--- src/rtl/jtag_tap_pkg.sv ---
// Shared types and constants for the oversampled JTAG TAP.
package jtag_tap_pkg;

    // IEEE 1149.1 TAP controller states, conventional 4-bit encoding.
    typedef enum logic [3:0] {
        TLR    = 4'hF,
        RTI    = 4'hC,
        SEL_DR = 4'h7,
        CAP_DR = 4'h6,
        SH_DR  = 4'h2,
        EX1_DR = 4'h1,
        PAU_DR = 4'h3,
        EX2_DR = 4'h0,
        UPD_DR = 4'h5,
        SEL_IR = 4'h4,
        CAP_IR = 4'hE,
        SH_IR  = 4'hA,
        EX1_IR = 4'h9,
        PAU_IR = 4'hB,
        EX2_IR = 4'h8,
        UPD_IR = 4'hD
    } tap_state_e;

    // Data register selected by the current instruction.
    typedef enum logic [1:0] {
        DR_BYPASS  = 2'd0,
        DR_IDCODE  = 2'd1,
        DR_CONFREG = 2'd2
    } dr_sel_e;

    localparam logic [4:0] IR_IDCODE  = 5'b00001;
    localparam logic [4:0] IR_CONFREG = 5'b00110;
    localparam logic [4:0] IR_BYPASS  = 5'b11111;
    localparam logic [4:0] IR_CAPTURE = 5'b00001;

endpackage

--- src/rtl/jtag_edge_sync.sv ---
// Synchronises tck/tms/tdi into clk_i and derives single-cycle tck edge pulses.
module jtag_edge_sync (
    input  logic clk_i,
    input  logic rst_n,
    input  logic tck,
    input  logic tms,
    input  logic tdi,
    output logic tck_rise_c,
    output logic tck_fall_c,
    output logic tms_s,
    output logic tdi_s
);

    logic [2:0] tck_ff;
    logic       tms_ff;
    logic       tdi_ff;

    // Two-flop synchronisers plus a third tck flop for edge detection.
    always_ff @(posedge clk_i or negedge rst_n) begin
        if (!rst_n) begin
            tck_ff <= 3'b000;
            tms_ff <= 1'b0;
            tdi_ff <= 1'b0;
            tms_s  <= 1'b0;
            tdi_s  <= 1'b0;
        end else begin
            tck_ff <= {tck_ff[1:0], tck};
            tms_ff <= tms;
            tdi_ff <= tdi;
            tms_s  <= tms_ff;
            tdi_s  <= tdi_ff;
        end
    end

    // tck_ff[1] is s2, tck_ff[2] is s3; tms_s/tdi_s line up with s2.
    assign tck_rise_c = tck_ff[1] & ~tck_ff[2];
    assign tck_fall_c = ~tck_ff[1] & tck_ff[2];

endmodule

--- src/rtl/jtag_tap_oversampled.sv ---
// JTAG TAP responder oversampled on clk_i: IDCODE, BYPASS and CONFREG.
// Optional feature macro JTAG_TRST_EN adds the jtag_trst_ni reset input.
module jtag_tap_oversampled
    import jtag_tap_pkg::*;
#(
    parameter logic [31:0]       IDCODE_VAL = 32'h1000_0DB3,
    parameter int unsigned       IR_W       = 5,
    parameter int unsigned       CONF_W     = 9,
    parameter logic [CONF_W-1:0] CONF_RST   = '0
) (
    input  logic              clk_i,
    input  logic              rst_n,
    input  logic              jtag_tck_i,
    input  logic              jtag_tms_i,
    input  logic              jtag_tdi_i,
`ifdef JTAG_TRST_EN
    input  logic              jtag_trst_ni,
`endif
    output logic              jtag_tdo_o,
    output logic              jtag_tdo_en_o,
    output logic [CONF_W-1:0] conf_o,
    output logic              conf_upd_o,
    output logic [3:0]        tap_state_o
);

    logic tck_rise_c;
    logic tck_fall_c;
    logic tms_s;
    logic tdi_s;
    logic trst_n_s;

    tap_state_e        state_q;
    tap_state_e        state_d;
    dr_sel_e           dr_sel;
    logic [IR_W-1:0]   ir_q;
    logic [IR_W-1:0]   ir_sr;
    logic [31:0]       id_sr;
    logic              byp_sr;
    logic [CONF_W-1:0] conf_sr;
    logic              tdo_stage;

    jtag_edge_sync u_sync (
        .clk_i      (clk_i),
        .rst_n      (rst_n),
        .tck        (jtag_tck_i),
        .tms        (jtag_tms_i),
        .tdi        (jtag_tdi_i),
        .tck_rise_c (tck_rise_c),
        .tck_fall_c (tck_fall_c),
        .tms_s      (tms_s),
        .tdi_s      (tdi_s)
    );

`ifdef JTAG_TRST_EN
    logic       trst_arst_n;
    logic [1:0] trst_ff;

    assign trst_arst_n = rst_n & jtag_trst_ni;

    // Async-assert, sync-release conditioning of the JTAG reset.
    always_ff @(posedge clk_i or negedge trst_arst_n) begin
        if (!trst_arst_n) begin
            trst_ff <= 2'b00;
        end else begin
            trst_ff <= {trst_ff[0], 1'b1};
        end
    end

    assign trst_n_s = trst_ff[1];
`else
    assign trst_n_s = 1'b1;
`endif

    // TAP state register.
    always_ff @(posedge clk_i or negedge rst_n) begin
        if (!rst_n) begin
            state_q <= TLR;
        end else begin
            state_q <= state_d;
        end
    end

    // IEEE 1149.1 next-state logic, advanced only on a synchronised tck rise.
    always_comb begin
        state_d = state_q;
        if (!trst_n_s) begin
            state_d = TLR;
        end else if (tck_rise_c) begin
            case (state_q)
                TLR:     state_d = tms_s ? TLR    : RTI;
                RTI:     state_d = tms_s ? SEL_DR : RTI;
                SEL_DR:  state_d = tms_s ? SEL_IR : CAP_DR;
                CAP_DR:  state_d = tms_s ? EX1_DR : SH_DR;
                SH_DR:   state_d = tms_s ? EX1_DR : SH_DR;
                EX1_DR:  state_d = tms_s ? UPD_DR : PAU_DR;
                PAU_DR:  state_d = tms_s ? EX2_DR : PAU_DR;
                EX2_DR:  state_d = tms_s ? UPD_DR : SH_DR;
                UPD_DR:  state_d = tms_s ? SEL_DR : RTI;
                SEL_IR:  state_d = tms_s ? TLR    : CAP_IR;
                CAP_IR:  state_d = tms_s ? EX1_IR : SH_IR;
                SH_IR:   state_d = tms_s ? EX1_IR : SH_IR;
                EX1_IR:  state_d = tms_s ? UPD_IR : PAU_IR;
                PAU_IR:  state_d = tms_s ? EX2_IR : PAU_IR;
                EX2_IR:  state_d = tms_s ? UPD_IR : SH_IR;
                UPD_IR:  state_d = tms_s ? SEL_DR : RTI;
                default: state_d = TLR;
            endcase
        end
    end

    // Instruction decode; unknown opcodes fall back to BYPASS.
    always_comb begin
        dr_sel = DR_BYPASS;
        if (ir_q == IR_W'(IR_IDCODE)) begin
            dr_sel = DR_IDCODE;
        end else if (ir_q == IR_W'(IR_CONFREG)) begin
            dr_sel = DR_CONFREG;
        end else if (ir_q == IR_W'(IR_BYPASS)) begin
            dr_sel = DR_BYPASS;
        end
    end

    // Capture/shift/update of IR and DR chains on rise; tdo launch on fall.
    // tdo_stage always holds the LSB of the active chain so the first bit
    // out after capture is the captured LSB.
    always_ff @(posedge clk_i or negedge rst_n) begin
        if (!rst_n) begin
            ir_q          <= IR_W'(IR_IDCODE);
            ir_sr         <= '0;
            id_sr         <= '0;
            byp_sr        <= 1'b0;
            conf_sr       <= '0;
            conf_o        <= CONF_RST;
            conf_upd_o    <= 1'b0;
            tdo_stage     <= 1'b0;
            jtag_tdo_o    <= 1'b0;
            jtag_tdo_en_o <= 1'b0;
        end else begin
            conf_upd_o <= 1'b0;
            if (!trst_n_s || state_q == TLR) begin
                ir_q   <= IR_W'(IR_IDCODE);
                conf_o <= CONF_RST;
            end else if (tck_rise_c) begin
                case (state_q)
                    CAP_DR: begin
                        case (dr_sel)
                            DR_IDCODE: begin
                                id_sr     <= IDCODE_VAL;
                                tdo_stage <= IDCODE_VAL[0];
                            end
                            DR_CONFREG: begin
                                conf_sr   <= conf_o;
                                tdo_stage <= conf_o[0];
                            end
                            default: begin
                                byp_sr    <= 1'b0;
                                tdo_stage <= 1'b0;
                            end
                        endcase
                    end
                    SH_DR: begin
                        case (dr_sel)
                            DR_IDCODE: begin
                                id_sr     <= {tdi_s, id_sr[31:1]};
                                tdo_stage <= id_sr[1];
                            end
                            DR_CONFREG: begin
                                conf_sr   <= {tdi_s, conf_sr[CONF_W-1:1]};
                                tdo_stage <= conf_sr[1];
                            end
                            default: begin
                                byp_sr    <= tdi_s;
                                tdo_stage <= tdi_s;
                            end
                        endcase
                    end
                    UPD_DR: begin
                        if (dr_sel == DR_CONFREG) begin
                            conf_o     <= conf_sr;
                            conf_upd_o <= 1'b1;
                        end
                    end
                    CAP_IR: begin
                        ir_sr     <= IR_W'(IR_CAPTURE);
                        tdo_stage <= IR_CAPTURE[0];
                    end
                    SH_IR: begin
                        ir_sr     <= {tdi_s, ir_sr[IR_W-1:1]};
                        tdo_stage <= ir_sr[1];
                    end
                    UPD_IR: begin
                        ir_q <= ir_sr;
                    end
                    default: begin
                    end
                endcase
            end
            if (tck_fall_c) begin
                jtag_tdo_o    <= tdo_stage;
                jtag_tdo_en_o <= (state_q == SH_DR) || (state_q == SH_IR);
            end
        end
    end

    assign tap_state_o = state_q;

endmodule
--- config.mk ---
export PLATFORM = sky130hd
export DESIGN_NAME = jtag_tap_oversampled
export DESIGN_NICKNAME = d
export VERILOG_FILES = /design/src/rtl/jtag_tap_pkg.sv /design/src/rtl/jtag_edge_sync.sv /design/src/rtl/jtag_tap_oversampled.sv
export SDC_FILE = /design/constraint.sdc
export NUM_CORES = 1
export LEC_CHECK = 0
export BUFFER_PORTS_ARGS = -buffer_cell sky130_fd_sc_hd__buf_2
export CORE_MARGIN = 2
export CORE_UTILIZATION = 41
export DETAILED_ROUTE_END_ITERATION = 6
export PLACE_DENSITY_LB_ADDON = 0.3
export RECOVER_POWER = 100
export SYNTH_ARGS = -nofsm -noshare
export SYNTH_HDL_FRONTEND = slang
export SYNTH_SLANG_ARGS = --single-unit
--- constraint.sdc ---
create_clock -name clk_i -period 3.4 [get_ports clk_i]
set_clock_uncertainty 0.2 [all_clocks]
set_input_delay 0 -clock clk_i [delete_from_list [all_inputs] [get_ports clk_i]]
set_output_delay 0 -clock clk_i [all_outputs]
set_load 0.01 [all_outputs]
; ---- After elaboration in Yosys (flattened, before gate mapping)
; Index checks and enable logic that the tools add are counted.
[word_totals]
regBits = 75
in_bits = 5
[op_classes]
eq_ne = 23
muxes = 36
bitwise = 5
n_reduce_logical = 18
[ops]
columns = operator, n
row1 = two-way mux 32 bit, 2
row2 = case mux 32 bit (2 select lines), 1
row3 = two-way mux 9 bit, 6
row4 = case mux 4 bit (12 select lines), 1
row5 = equality test 4 bit (second input constant), 8
row6 = case mux 9 bit (2 select lines), 1
row7 = equality test 4 x 3 -> 1 bit (second input constant), 4
row8 = two-way mux 2 bit, 8
row9 = two-way mux 5 bit, 3
row10 = two-way mux 3 bit, 4
row11 = nonzero test 2 bit, 6
row12 = case mux 5 bit (2 select lines), 1
row13 = AND reduction 5 bit, 2
row14 = AND reduction 3 bit, 3
row15 = equality test 4 x 2 -> 1 bit (second input constant), 2
row16 = equality test 5 x 1 -> 1 bit (second input constant), 1
row17 = equality test 5 x 3 -> 1 bit (second input constant), 1
row18 = two-way mux 1 bit, 5
row19 = equality test 4 x 1 -> 1 bit (second input constant), 1
row20 = zero test 4 bit, 1
row21 = two-way mux 4 bit, 1
row22 = inequality test 2 x 1 -> 1 bit (second input constant), 2
row23 = inequality test 2 bit (second input constant), 2
row24 = case mux 1 bit (2 select lines), 2
row25 = 10 further kinds, 14

; ---- Depth between registers and ports, before layout
; Gate-level depths: netlist of the first run.
[depth]
word_depth = 8
ltp_mapped = 6

; ---- Cells and area by module
; From an unflattened synthesis of the first run, not the netlist that was laid out.
[unflattened]
cells_unflattened = 301
area_unflattened_um2 = 3100.5
[modules_own_cells]
columns = mod, n_inst, cells_per_inst, area_per_inst_um2
row1 = jtag_tap_oversampled, 1, 292, 2910.3
row2 = jtag_edge_sync, 1, 9, 190.2

; ---- Least setup slack after synthesis of the first run
; No wires, ideal clock.
[synth_timing]
path_type = register to register
from = register state_q[3] (netlist: tap_state_o[3])
to = register ir_q[1]
setup_time_ns = 0.066
arrival_time_ns = 1.627
required_ns = 3.134
setup_slack_ns = 1.506
path_stages_with_launch = 6
n_path_buf = 2
period_less_slack_ns = 1.894
path_cell_list = dfstp_2 > buf_2 > clkbuf_1 > nand3_1 > nor3_1 > a22o_1
[synth_via]
elab_chain_cells = 3
elab_cells_between_ends = 6
cone_classes = 2 x eq/ne / 1 x mux / 3 x reduce/logical
[synth_rtl]
columns = item, line_no
row1 = from (decl), jtag_tap_oversampled.sv:32  ; tap_state_e state_q;
row2 = from (signal assigned), jtag_tap_oversampled.sv:79  ; state_q <= state_d;
row3 = equality test 4 bit (on tied branches), "jtag_tap_oversampled.sv:140, jtag_tap_oversampled.sv:144"
row4 = nonzero test 2 bit (no source line), -
row5 = AND reduction 2 bit (no source line), -
row6 = to (signal assigned), jtag_tap_oversampled.sv:128  ; ir_q <= IR_W'(IR_IDCODE);
row7 = to (signal assigned), jtag_tap_oversampled.sv:141  ; ir_q <= IR_W'(IR_IDCODE);
row8 = to (signal assigned), jtag_tap_oversampled.sv:192  ; ir_q <= ir_sr;
row9 = to (decl), jtag_tap_oversampled.sv:35  ; logic [IR_W-1:0] ir_q;
; Parallel ways exist; a longest one is shown, timed or not.
; A chain may end at the register's enable or synchronous reset.

; ---- Worst setup path in the final report of the first run
[layout_timing]
from = register state_q[1] (netlist: tap_state_o[1])
to = register id_sr[7]
[layout_via]
elab_chain_cells = 3
elab_cells_between_ends = 9
cone_classes = 5 x eq/ne / 1 x mux / 1 x bitwise / 2 x reduce/logical
[layout_rtl]
columns = item, line_no
row1 = "equality test 4 x 3 -> 1 bit, or another cell as far along", jtag_tap_oversampled.sv:144  ; case (state_q)
row2 = "inequality test 2 x 1 -> 1 bit (no source line), or another cell as far along", -
row3 = AND reduction 5 bit (no source line), -
row4 = to (signal assigned), jtag_tap_oversampled.sv:164  ; id_sr <= {tdi_s, id_sr[31:1]};
row5 = to (decl), jtag_tap_oversampled.sv:37  ; logic [31:0] id_sr;
; Parallel ways exist; a longest one is shown, timed or not.

==> results of run 1 <==
## cell usage after synthesis (all sizes together)
master / count / share of area
nand2: 49 / 0.058
nor4b: 1 / 0.0075
nand2b: 4 / 0.0079
or3: 1 / 0.0020
nor3: 2 / 0.0032
or2: 1 / 0.0020
o311ai: 2 / 0.0055
nand3: 24 / 0.038
a21o: 1 / 0.0024
a21oi: 10 / 0.016
o21a: 2 / 0.0047
nand4bb: 2 / 0.0087
nand4: 2 / 0.0040
nor4bb: 1 / 0.0032
buf: 11 / 0.021
nor4: 5 / 0.024
or3b: 1 / 0.0028
a31oi: 14 / 0.028
mux2: 3 / 0.011
clkbuf: 8 / 0.0095
o21ai: 43 / 0.068
o31ai: 2 / 0.0047
dfstp: 5 / 0.041
nor3b: 1 / 0.0040
nand3b: 1 / 0.0024
inv: 26 / 0.031
o21bai: 1 / 0.0024
a22o: 4 / 0.011
nor2: 25 / 0.030
nor2b: 1 / 0.0020
dfrtp: 69 / 0.55
## state kept, by name (all words and copies together), names as in the netlist
name / count
id_sr: 31
conf_o: 9
conf_sr: 9
ir_q: 5
ir_sr: 5
tap_state_o: 4
u_sync.tck_ff: 3
conf_upd_o: 1
jtag_tdo_en_o: 1
jtag_tdo_o: 1
tdo_stage: 1
u_sync.tdi_ff: 1
u_sync.tdi_s: 1
u_sync.tms_ff: 1
u_sync.tms_s: 1
## routing by layer
metal / wire, um / global-route usage
met2: 2660 / 0.227
met4: 56 / 0.0448
met1: 3040 / 0.224
met5: 0 / 0
met3: 212 / 0.0468
## layout by cell type, fill, tap and decap left out, types with 2 or more instances in the layout
cell type and instances:
o21ai_0 42, nand2b_1 4, inv_1 26, bufinv_16 3
nand4bb_1 2, clkbuf_8 11, nor2_1 25, mux2_2 3
o21a_1 2, dfstp_1 4, a31oi_1 14, buf_2 7
o31ai_1 2, dlygate4sd3_1 4, a21oi_1 10, nand2_1 49
buf_4 3, nor4_4 3, a22o_1 4, nor4_1 2
dfrtp_1 69, nand3_1 24, nor3_1 2, nand4_1 2
o311ai_0 2, clkbuf_1 14
## cells by family (layout without fill, tap and decap cells)
logic type,Yosys count,after routing,share of synthesized area
AND/OR/NAND/NOR,121,121,0.199
AO/OA/AOI/OAI,79,79,0.142
flip-flops,74,74,0.587
buffers and inverters,45,69,0.0612
multiplexers,3,3,0.0107
## cell type report
| cell class | instances | area (sq um) |
|---|---|---|
| Sequential cell | 74 | 1860 |
| Inverter | 26 | 97.6 |
| Multi-Input combinational cell | 203 | 1100 |
| Timing Repair Buffer | 27 | 146 |
| Clock inverter | 4 | 97.6 |
| Tap cell | 102 | 128 |
| Clock buffer | 12 | 155 |
| Fill cell | 750 | 4020 |
## through the flow
stage	worst slack [ns]	cells	util	total power, mW	hold WS (ns)
detailed placement	1.05	428	0.437	1.52	-0.127
global placement	1.11	428	0.437	1.51	-0.135
finish	0.792	448	0.472	2.34	0.101
global route	0.548	448	0.472	2.48	0.0914
floorplan	1.51	322	-	1.41	-0.496
CTS	1.03	448	0.475	2.38	0.0342
## worst max-delay path, delay by kind of cell, from the launching register on
| family | cells | cell delay [ns] |
|---|---|---|
| AND/OR/NAND/NOR | 3 | 1.40 |
| flip-flops | 1 | 0.78 |
| AO/OA/AOI/OAI | 1 | 0.09 |
## how the worst max path moves through the flow
stage / to / cells past startpoint / slack (ns) / start
6_report: id_sr[7] / 4 / 0.79 / tap_state_o[1]
5_1_grt: conf_sr[8] / 4 / 0.55 / tap_state_o[1]
4_1_cts: conf_sr[5] / 4 / 1.03 / tap_state_o[1]
3_5_place_dp: conf_sr[5] / 4 / 1.05 / tap_state_o[1]
3_3_place_gp: conf_sr[1] / 4 / 1.11 / tap_state_o[1]
2_1_floorplan: ir_q[1] / 5 / 1.51 / tap_state_o[3]
## report_power, final
part / internal (mW) / total [mW] / switching (mW)
combinational: 0.145 / 0.346 / 0.201
clock: 0.528 / 0.847 / 0.318
sequential: 0.999 / 1.15 / 0.152
==> qor.csv, run 1 <==
metric,value,unit
Synth-to-Final Area Change,13.3,%
full die area,8440,sq um
"slowest stage delay, CP",0.78,ns
crit path capture type,flip-flop,
IO Pins,21,
# DRC,0,
Vias,2250,
R2R depth,4,
PostCTS Resize Cnt,0,
number of post-CTS setup repair buffers,0,
final estimated routing congestion in global placement,0.723,
post-synth net total,327,
syn avg cell area,9.83,sq um
clock buffer depth,2,
sequential fraction of the synthesis area,0.587,
dpl cell area,3320,sq um
Inserted Diodes,0,
Synth Warn #,0,
Leakage,1.47,nW
DRT iter0 DRCs,155,
wire per inst,13.3,um
hold path startpoint,jtag_tdi_i,
Max Slew Vio Count,30,
Core Area,7610,sq um
Worst EP required,3.40,ns
initial antenna violation count,0,
root cell of the clock tree,clkbuf_8,
CTS Sinks,74,
Final Setup Violations,0,
die outline height,91.9,um
clk_lat worst skew,0.34,ns
number of vias per cell,5.02,
FF-to-FF Start,tap_state_o[1],
MaxCap Viol Count,1,
CP max stage cell,dfstp_1,
H-Tree Level Count,3,
critical path startpoint category,flip-flop,
antenna-violating nets left,0,
sum of negative setup slack,0,ns
Die X,91.9,um
hpwl dp,3600,um
fin area,3590,sq um
status,"finished, violations left",
nets@finish,346,
final hold viol count,0,
Yosys cell types,36,
CP Cell Sequence,"nor3b_1, nand2b_1, nor2_1, a21oi_1",
Fmax,383,MHz
CTS Hold Bufs,4,
hold depth,2,
Mapped Area,3170,sq um
largest net degree at the start of global routing,63,
Worst Max-Slew Pin Slew,1.60,ns
share of layout cells above drive strength 1,0.0954,
unrepaired setup endpoints after global routing,false,
clock slew seen by the registers of the worst setup and hold paths,0.07,ns
pwr/cell area,653,nW/um^2
gr ovfl total,0,
CP max FO,15,
vias in the first global route,2130,
worst reg2reg setup slack,0.79,ns
I/O Buffers,20,
hold path endpoint,u_sync.tdi_ff,
DRT Pass-1 Iters,5,
Total Routed Length,5970,um
first-pass GRT wire length,10400,um
final worst path period share,0.767,
WS Path Type,flip-flop to flip-flop,
# rows,32,
initial core utilization,0.416,
Rel. slew slack,-0.0664,
CP arrival,2.61,ns
Final Critical Period,2.61,ns
Yosys reg bits,74,
total CTS buffers,9,
Worst VDD drop,0.351,mV
failing checks,"capacitance limit, slew limit",
CTS tree,built,
GRT Overall Usage,0.155,
Cells after Synth,322,
Hold Crit Class,input port to flip-flop,
Worst R2R End,id_sr[7],
(Power assumes the default switching activity.)
==> run 2, diff against run 1 <==
- clock period: 3.4 -> 2.18 ns (I/O delays scaled with it)
==> run 2 against run 1 <==
  * First-iteration DRC count rose by 25%
  * Setup slack got worse by 0.61 ns
  * Clock power rose by 36%
  * Fmax rose by 31%
  * Wire length fell by 4.6%
  * Hold slack got worse by 0.0045 ns
  * The run now ends clean
  * Clock-buffer cell count fell by 1
  * Sequential power rose by 55%
  * Via count rose by 0.44%
  * Combinational power rose by 67%
  * Critical path type unchanged
  * Die area did not move
==> qor.csv, run 2 (synthesis results as in run 1) <==
metric,value,unit,change
Die X,91.9,um,unchanged
unrepaired setup endpoints after global routing,false,,
full die area,8440,sq um,unchanged
die outline height,91.9,um,unchanged
vias in the first global route,2151,,+0.99%
clock buffer depth,2,,unchanged
MaxCap Viol Count,0,,-1
WS Path Type,flip-flop to flip-flop,,
Synth-to-Final Area Change,14.5,%,
CTS Hold Bufs,5,,+1
status,finished clean,,
sum of negative setup slack,0,ns,unchanged
hpwl dp,3580,um,-0.67%
dpl cell area,3400,sq um,+2.5%
Vias,2260,,+0.44%
initial antenna violation count,0,,unchanged
final hold viol count,0,,unchanged
biggest regs,"id_sr: 31 flops, conf_o: 9 flops, conf_sr: 9 flops",,
Top reg by flops,id_sr,,
wire per inst,12.5,um,-5.9%
critical path startpoint category,flip-flop,,
Rel. slew slack,0.113,,+0.179
Worst Max-Slew Pin Slew,1.33,ns,-0.268 ns
nets@finish,353,,+2.0%
CTS Sinks,74,,unchanged
CP Cell Sequence,"nand4bb_2, nor4_4, buf_12, nor2_1, a31oi_1",,
antenna-violating nets left,0,,unchanged
Inserted Diodes,0,,unchanged
"most common cell after layout, fill and taps aside",dfrtp_1,,
Worst EP required,2.24,ns,-1.16 ns
total CTS buffers,9,,unchanged
GRT Overall Usage,0.153,,-0.00167
fin area,3630,sq um,+1.1%
number of post-CTS setup repair buffers,0,,unchanged
DRT iter0 DRCs,194,,+25%
PostCTS Resize Cnt,0,,unchanged
Max Slew Vio Count,0,,-100%
I/O Buffers,20,,unchanged
pwr/cell area,970,nW/um^2,+49%
clock slew seen by the registers of the worst setup and hold paths,0.07,ns,about the same
# DRC,0,,unchanged
CP max FO,62,,+47
largest net degree at the start of global routing,63,,unchanged
"slowest stage delay, CP",0.66,ns,-0.12 ns
CP max stage cell,dfstp_2,,
Hold Crit Class,input port to flip-flop,,
placed insts,434,,+1.4%
Leakage,1.49,nW,+0.97%
Fmax,501,MHz,+31%
"commonest cells after routing, fill and taps aside","69 x dfrtp_1, 49 x nand2_1, 43 x o21ai_0",,
# rows,32,,unchanged
share of layout cells above drive strength 1,0.108,,+0.0126
Final Critical Period,2.00,ns,-0.612 ns
final worst path period share,0.916,,+0.148
gr ovfl total,0,,unchanged
Largest register FFs,31,,unchanged
number of vias per cell,4.98,,-0.88%
Final Non-Filler Cells,454,,+1.3%
IO Pins,21,,unchanged
hold_ws,0.0961,ns,-0.00445 ns
Worst VDD drop,0.445,mV,+27%
post-layout util,0.477,,+0.00510
crit path capture type,flip-flop,,
DRT Pass-1 Iters,5,,unchanged
Final Setup Violations,0,,unchanged
CP arrival,2.05,ns,-0.56 ns
final estimated routing congestion in global placement,0.747,,+3.4%
first-pass GRT wire length,10400,um,-0.85%
Total Routed Length,5690,um,-4.6%
H-Tree Level Count,3,,unchanged
clk_lat worst skew,0.34,ns,about the same
initial core utilization,0.416,,unchanged
CTS tree,built,,
Core Area,7610,sq um,unchanged
root cell of the clock tree,clkbuf_8,,
==> run 2: critical path, delay by kind of cell (launching register included) <==
family,cells,cell delay [ns]
DFF,1,0.66
and+or+nand+nor,3,0.62
AOI/OAI and AO/OA,1,0.15
buffers and inverters,1,0.27
==> run 2: cell type report <==
cell class	count	area, sq um
clock buffer	11	141
clock inverter	4	76.3
fill	766	3980
inverter	26	97.6
multi-input combinational	203	1110
sequential	74	1860
tap	102	128
timing repair buffer	34	215
==> run 2: power breakdown <==
| part | switching [mW] | internal (mW) |
|---|---|---|
| clock network | 0.483 | 0.672 |
| registers | 0.220 | 1.56 |
| logic | 0.329 | 0.250 |
| total | 1.03 | 2.49 |
==> run 2: final timing paths <==
kind	from	endpoint	slack, ns	cells past startpoint
worst max-delay path	tap_state_o[1]	id_sr[28]	0.18	5
worst min-delay path	jtag_tck_i	u_sync.tck_ff[0]	0.1	2
worst max register to register	tap_state_o[1]	id_sr[28]	0.18	5
worst min register to register	u_sync.tck_ff[0]	u_sync.tck_ff[1]	0.15	0
max in group asynchronous	rst_n	id_sr[9]	0.56	3
min in group asynchronous	rst_n	u_sync.tck_ff[2]	0.36	3
==> run 2: stage by stage <==
| stage | power, mW | setup slack (ns) |
|---|---|---|
| after floorplan | 2.20 | 0.286 |
| after CTS | 3.59 | 0.173 |
| after global routing | 3.74 | 0.0569 |
| final | 3.52 | 0.184 |
| after detailed placement | 2.42 | 0.192 |
| after global placement | 2.40 | 0.254 |
==> run 2: per-layer routing <==
metal / global-route usage / part of all wire / up-vias
li1: - / - / 1145
met1: 0.221 / 0.52 / 1067
met2: 0.228 / 0.44 / 43
met3: 0.0477 / 0.034 / 5
met4: 0.0373 / 0.012 / 0
met5: 0 / 0 / -
